File: config.mk
export PLATFORM = sky130hd
export DESIGN_NAME = tri_frame_rx
export DESIGN_NICKNAME = d
export VERILOG_FILES = /design/src/rtl/tri_frame_pkg.sv /design/src/rtl/tri_frame_rx_sat_counter.sv /design/src/rtl/tri_frame_rx.sv
export SDC_FILE = /design/constraint.sdc
export NUM_CORES = 1
export LEC_CHECK = 0
export ABC_AREA = 1
export CAP_MARGIN = 20
export CELL_PAD_IN_SITES_DETAIL_PLACEMENT = 1
export CELL_PAD_IN_SITES_GLOBAL_PLACEMENT = 1
export CORE_ASPECT_RATIO = 0.5
export CORE_MARGIN = 10
export CORE_UTILIZATION = 25
export DETAILED_ROUTE_END_ITERATION = 8
export DONT_BUFFER_PORTS = 1
export HOLD_SLACK_MARGIN = 0.05
export PLACE_DENSITY_LB_ADDON = 0.1
export SYNTH_ARGS = -nofsm -noshare
export SYNTH_HDL_FRONTEND = slang
export SYNTH_SLANG_ARGS = --single-unit
File: constraint.sdc
create_clock -name clk -period 1.3 [get_ports clk]
set_clock_uncertainty 0.1 [all_clocks]
set_input_delay 0.26 -clock clk [delete_from_list [all_inputs] [get_ports clk]]
set_output_delay 0.26 -clock clk [all_outputs]
set_load 0.05 [all_outputs]
File: src/rtl/tri_frame_pkg.sv
// Shared types and constants for the tri_frame_rx serial front end:
// frame states and line levels for the start and stop bits.
package tri_frame_pkg;

   typedef enum logic [2:0] {
      IDLE,
      D0,
      D1,
      D2,
      PAR,
      STOP,
      HOLD
   } state_t;

   localparam int   FRAME_BITS = 6;
   localparam logic START_LVL  = 1'b1;
   localparam logic STOP_LVL   = 1'b0;

endpackage

File: src/rtl/tri_frame_rx_sat_counter.sv
// Event counter that sticks at its all-ones value instead of wrapping.
module sat_counter #(
   parameter int W = 8
) (
   input  logic         clk,
   input  logic         rst,
   input  logic         inc,
   output logic [W-1:0] cnt
);

   always_ff @(posedge clk or posedge rst) begin
      if (rst)
         cnt <= '0;
      else if (inc && (cnt != {W{1'b1}}))
         cnt <= cnt + 1'b1;
   end

endmodule

File: src/rtl/tri_frame_rx.sv
// Deserialises start/X/Y/Z/parity/stop frames, delivers good frames through a
// valid/ready handshake and counts parity and framing errors.
module tri_frame_rx
   import tri_frame_pkg::*;
#(
   parameter int ODD   = 1,
   parameter int CNT_W = 8
) (
   input  logic             clk,
   input  logic             rst,
   input  logic             din,
   input  logic             din_vld,
   output logic             din_rdy,
   output logic             X,
   output logic             Y,
   output logic             Z,
   output logic             par_ok,
   output logic             out_vld,
   input  logic             out_rdy,
   output logic [CNT_W-1:0] pe_cnt,
   output logic [CNT_W-1:0] fe_cnt
);

   localparam logic ODD_BIT = (ODD != 0);

   function automatic logic parity_good(input logic a, input logic b,
                                        input logic c, input logic p);
      return ((a ^ b ^ c ^ p) == ODD_BIT);
   endfunction

   state_t state, state_nxt;
   logic   accept;
   logic   cap_x, cap_y, cap_z, cap_p;
   logic   deliver, frame_err, release_frame;
   logic   sx, sy, sz, sp;
   logic   good_par;

   assign din_rdy  = (state != HOLD);
   assign accept   = din_vld & din_rdy;
   assign good_par = parity_good(sx, sy, sz, sp);

   always_ff @(posedge clk or posedge rst) begin
      if (rst)
         state <= IDLE;
      else
         state <= state_nxt;
   end

   always_comb begin
      state_nxt     = state;
      cap_x         = 1'b0;
      cap_y         = 1'b0;
      cap_z         = 1'b0;
      cap_p         = 1'b0;
      deliver       = 1'b0;
      frame_err     = 1'b0;
      release_frame = 1'b0;
      case (state)
         IDLE: if (accept && din == START_LVL) state_nxt = D0;
         D0:   if (accept) begin cap_x = 1'b1; state_nxt = D1;   end
         D1:   if (accept) begin cap_y = 1'b1; state_nxt = D2;   end
         D2:   if (accept) begin cap_z = 1'b1; state_nxt = PAR;  end
         PAR:  if (accept) begin cap_p = 1'b1; state_nxt = STOP; end
         STOP: begin
            if (accept) begin
               if (din == STOP_LVL) begin
                  deliver   = 1'b1;
                  state_nxt = HOLD;
               end else begin
                  frame_err = 1'b1;
                  state_nxt = IDLE;
               end
            end
         end
         HOLD: begin
            if (out_rdy) begin
               release_frame = 1'b1;
               state_nxt     = IDLE;
            end
         end
         default: state_nxt = IDLE;
      endcase
   end

   // Shadow registers: only the frame in flight, so no reset needed
   always_ff @(posedge clk) begin
      if (cap_x) sx <= din;
      if (cap_y) sy <= din;
      if (cap_z) sz <= din;
      if (cap_p) sp <= din;
   end

   always_ff @(posedge clk or posedge rst) begin
      if (rst) begin
         X       <= 1'b0;
         Y       <= 1'b0;
         Z       <= 1'b0;
         par_ok  <= 1'b0;
         out_vld <= 1'b0;
      end else if (deliver) begin
         X       <= sx;
         Y       <= sy;
         Z       <= sz;
         par_ok  <= good_par;
         out_vld <= 1'b1;
      end else if (release_frame) begin
         out_vld <= 1'b0;
      end
   end

   // Parity errors still deliver the frame; framing errors drop it
   sat_counter #(.W(CNT_W)) u_pe_cnt (
      .clk (clk),
      .rst (rst),
      .inc (deliver & ~good_par),
      .cnt (pe_cnt)
   );

   sat_counter #(.W(CNT_W)) u_fe_cnt (
      .clk (clk),
      .rst (rst),
      .inc (frame_err),
      .cnt (fe_cnt)
   );

endmodule

==> reports/metrics.csv <==
metric,value,unit
status,finished with violations,
violated checks,negative setup slack,
maximum resistive drop on vdd,0.6843,mV
final cell count without fillers,371,
unrepaired setup endpoints after global routing,true,
most used standard cell by instance count after synthesis,sky130_fd_sc_hd__nand2_1,
filler cell count,758,
time the final worst path needs with I/O delays and setup,1.485,ns
net switching power of the design,0.001633,W
synthesis-stage register bit count,28,
Worst Max-Slew Pin Slew,0.5202,ns
"buffers from clock root to sink, at most",2,
most common flop cell mapped by yosys,sky130_fd_sc_hd__dfrtp_1,
cell total after placement,355,
Mapped Cells,224,
Placed Instance Area,0.002172,sq mm
met1 layer wirelength in the final routing,2.454,mm
cells taking the most area after synthesis,"sky130_fd_sc_hd__dfrtp_1 (36%), sky130_fd_sc_hd__nand2_1 (21%), sky130_fd_sc_hd__edfxtp_1 (7.3%)",
gr ovfl total,0,
growth of design area from synthesis to finish,54.00,%
ANT nets after route,0,
initial core utilization,26.48,%
"Arr. time, crit path",1.54,ns
P_int,0.002459,W
worst-case register-to-register setup slack,-0.18,ns
x dimension of the die,135.1,microns
largest area contributor in the synthesized netlist,sky130_fd_sc_hd__dfrtp_1,
"EDFF count, synth",4,
count of TritonRoute iterations in the first routing pass,2,
part of the total power dissipated in the clock network,22.9,%
largest fanout on the critical path,5,
routability cong.,0.7762,
max-slew violations,0,
clock insertion delay at the later pin of the skew report,0.27,ns
worst path setup slack after routing,-0.1848,ns
critical-path cell with the highest stage delay,sky130_fd_sc_hd__dfrtp_2,
class of the most critical hold timing path,in2reg,
highest routed metal layer,met4,
Worst path top cell family by delay,simple AND/OR/NAND/NOR gates,
kind of start point of the critical path,register,
CP cell instances,"buf_12, buf_6, nor2_4, nand4_1, nand2_2, nand2_4, nand2_2, o21ai_2",
fraction of synthesis flops using an asynchronous set or reset pin,85.71,%
final count of hold timing violations,0,
top-area cell type share of the netlist area,36.25,%
hpwl dp,3.926,mm
sequential group share of total power,34.9,%
final period utilization,114.2,%
Crit Path Class,reg2reg,
total standard cell area after synthesis,0.001657,sq mm
routed length on met3,242,microns
power share of the combinational group,42.2,%
Num CTS Buffers,3,
total length of routed wires,5.123,mm
Worst Setup Slack post-DPL,-0.1814,ns
height of the die,77.56,microns
clock tree sinks,28,
iteration-0 DRC count of the detailed router,44,
Static Leak,1.245,nW
Max stage delay on crit path,0.43,ns
top-level port count,27,
antenna violations before repair,0,
dominant cell type by count on the critical path,sky130_fd_sc_hd__nand2_2,
post-synthesis average cell area,7.395,sq um
Crit path required time,1.36,ns
NumNets Final,291,
DRC errors left,0,
power density over cell area,1604,mW/mm^2
CTS root buffer,sky130_fd_sc_hd__clkbuf_16,
CTS tree,yes,
maximum frequency from static timing analysis,673.5,MHz
max capacitance violation total,0,
"Net Count, Synth",231,
maximum number of pins on one net before global-route repair,25,
tightest hold margin,0.1504,ns
average detailed-routed wire length per instance,13.81,microns
number of placement rows,20,
clock transition at the registers of the reported paths,0.07,ns
Total Routing Usage GR,9.739,%
switching share of power,39.90,%
fraction of final layout cells sized beyond drive strength 1,43.11,%
final instance area,0.002551,sq mm
capturing element type of the critical path,register,
Rel. slew slack,65.32,%
vias in the first global route,1709,
total met2 wirelength after detailed routing,2.385,mm
critical path buffer and inverter count,2,
vias per cell,4.407,
number of unique standard cell types used by synthesis,23,
Syn. warnings,0,
H-tree level count,1,
die outline area,0.01048,sq mm
top cells by instance count after synthesis,"sky130_fd_sc_hd__nand2_1 (92), sky130_fd_sc_hd__dfrtp_1 (24), sky130_fd_sc_hd__inv_1 (24)",
count of input and output buffers,0,
Placeable Area,0.006256,sq mm
diodes inserted,0,
sequential element share of the synthesized area,43.50,%
final number of setup-violating endpoints,28,
global-route wire length before repair,8.466,mm
vias after detailed routing,1635,
[worst reg2reg max path, cell delays in order (launching register included)]
cell                      delay, ns
sky130_fd_sc_hd__dfrtp_2       0.43
sky130_fd_sc_hd__buf_12        0.14
sky130_fd_sc_hd__buf_6         0.11
sky130_fd_sc_hd__nor2_4        0.12
sky130_fd_sc_hd__nand4_1       0.12
sky130_fd_sc_hd__nand2_2       0.14
sky130_fd_sc_hd__nand2_4       0.09
sky130_fd_sc_hd__nand2_2       0.07
sky130_fd_sc_hd__o21ai_2       0.05
[logic make-up (layout without fill, tap and decap cells)]
kind of cell | Yosys count | count (layout) | synth area share [%]
AO/OA/AOI/OAI | 10 | 10 | 3.021
XOR/XNOR | 4 | 4 | 2.115
adder cells (fa/ha/maj) | 2 | 2 | 1.510
buffers and inverters | 30 | 89 | 8.535
flip-flops | 28 | 28 | 43.51
AND/OR/NAND/NOR | 150 | 150 | 41.31
[final timing paths]
path | startpoint | endpoint | cells past startpoint
setup / recovery | state[1] | state[1] | 8
hold / removal | out_rdy | out_vld | 3
setup reg to reg | state[1] | state[1] | 8
hold reg to reg | out_vld | out_vld | 2
max in group asynchronous | rst | u_fe_cnt.cnt[5] | 3
min in group asynchronous | rst | par_ok | 3
[registers in the layout, summed over array words and instances (netlist names)]
signal	flops
X	1
Y	1
Z	1
out_vld	1
par_ok	1
sp	1
state	3
sx	1
sy	1
sz	1
u_fe_cnt.cnt	8
u_pe_cnt.cnt	8
[placed cells by master (no fill, tap or decap), drive strengths merged]
cell          n
nand3b        2
bufinv        2
nor2         18
nand4        13
a21oi         1
nand2        94
nand3        19
dlygate4sd3   2
dfrtp        24
ha            2
o21ai         9
xor2          4
clkbuf        3
buf          55
edfxtp        4
inv          27
nor3          4
[layout make-up]
type / instances / area, sq um / share of cell area (%)
clock buffers: 3 / 75.07 / 2.943
clock inverters: 1 / 30.03 / 1.177
inverters: 28 / 121.4 / 4.757
multi-input cells: 166 / 955.9 / 37.47
flip-flops and latches: 28 / 743.2 / 29.13
well taps: 88 / 110.1 / 4.316
repair buffers: 57 / 515.5 / 20.21
[timing repair]
item	4_1_cts	5_1_grt
pin swaps	18	14
setup endpoints to repair	30	36
hold endpoints to repair	28	0
hold buffers	2	0
setup buffers	7	4
resized for setup	27	27
[routing by layer]
layer  global-route usage [%]  vias to the layer above
li1                         -                      839
met1                    12.54                      775
met2                    15.71                       15
met3                    2.828                        6
met4                    2.244                        0
met5                        0                        -
[power by group through the flow]
stage          clock network [W]  logic, W  registers [W]
3_3_place_gp                   0   0.00121        0.00143
5_1_grt                  0.00101   0.00190        0.00146
2_1_floorplan                  0  0.000515        0.00164
3_5_place_dp                   0   0.00123        0.00144
4_1_cts                 0.000974   0.00149        0.00142
6_report                0.000936   0.00173        0.00143
[metrics by stage]
stage / util (%) / setup TNS (ns) / power [W]
floorplan: - / -2.744 / 0.002157
global placement: 34.72 / -2.005 / 0.002638
detailed placement: 34.72 / -2.940 / 0.002673
CTS: 39.00 / -3.584 / 0.003893
global route: 40.78 / -6.328 / 0.004372
finish: 40.78 / -3.622 / 0.004092
(Power assumes the default switching activity.)
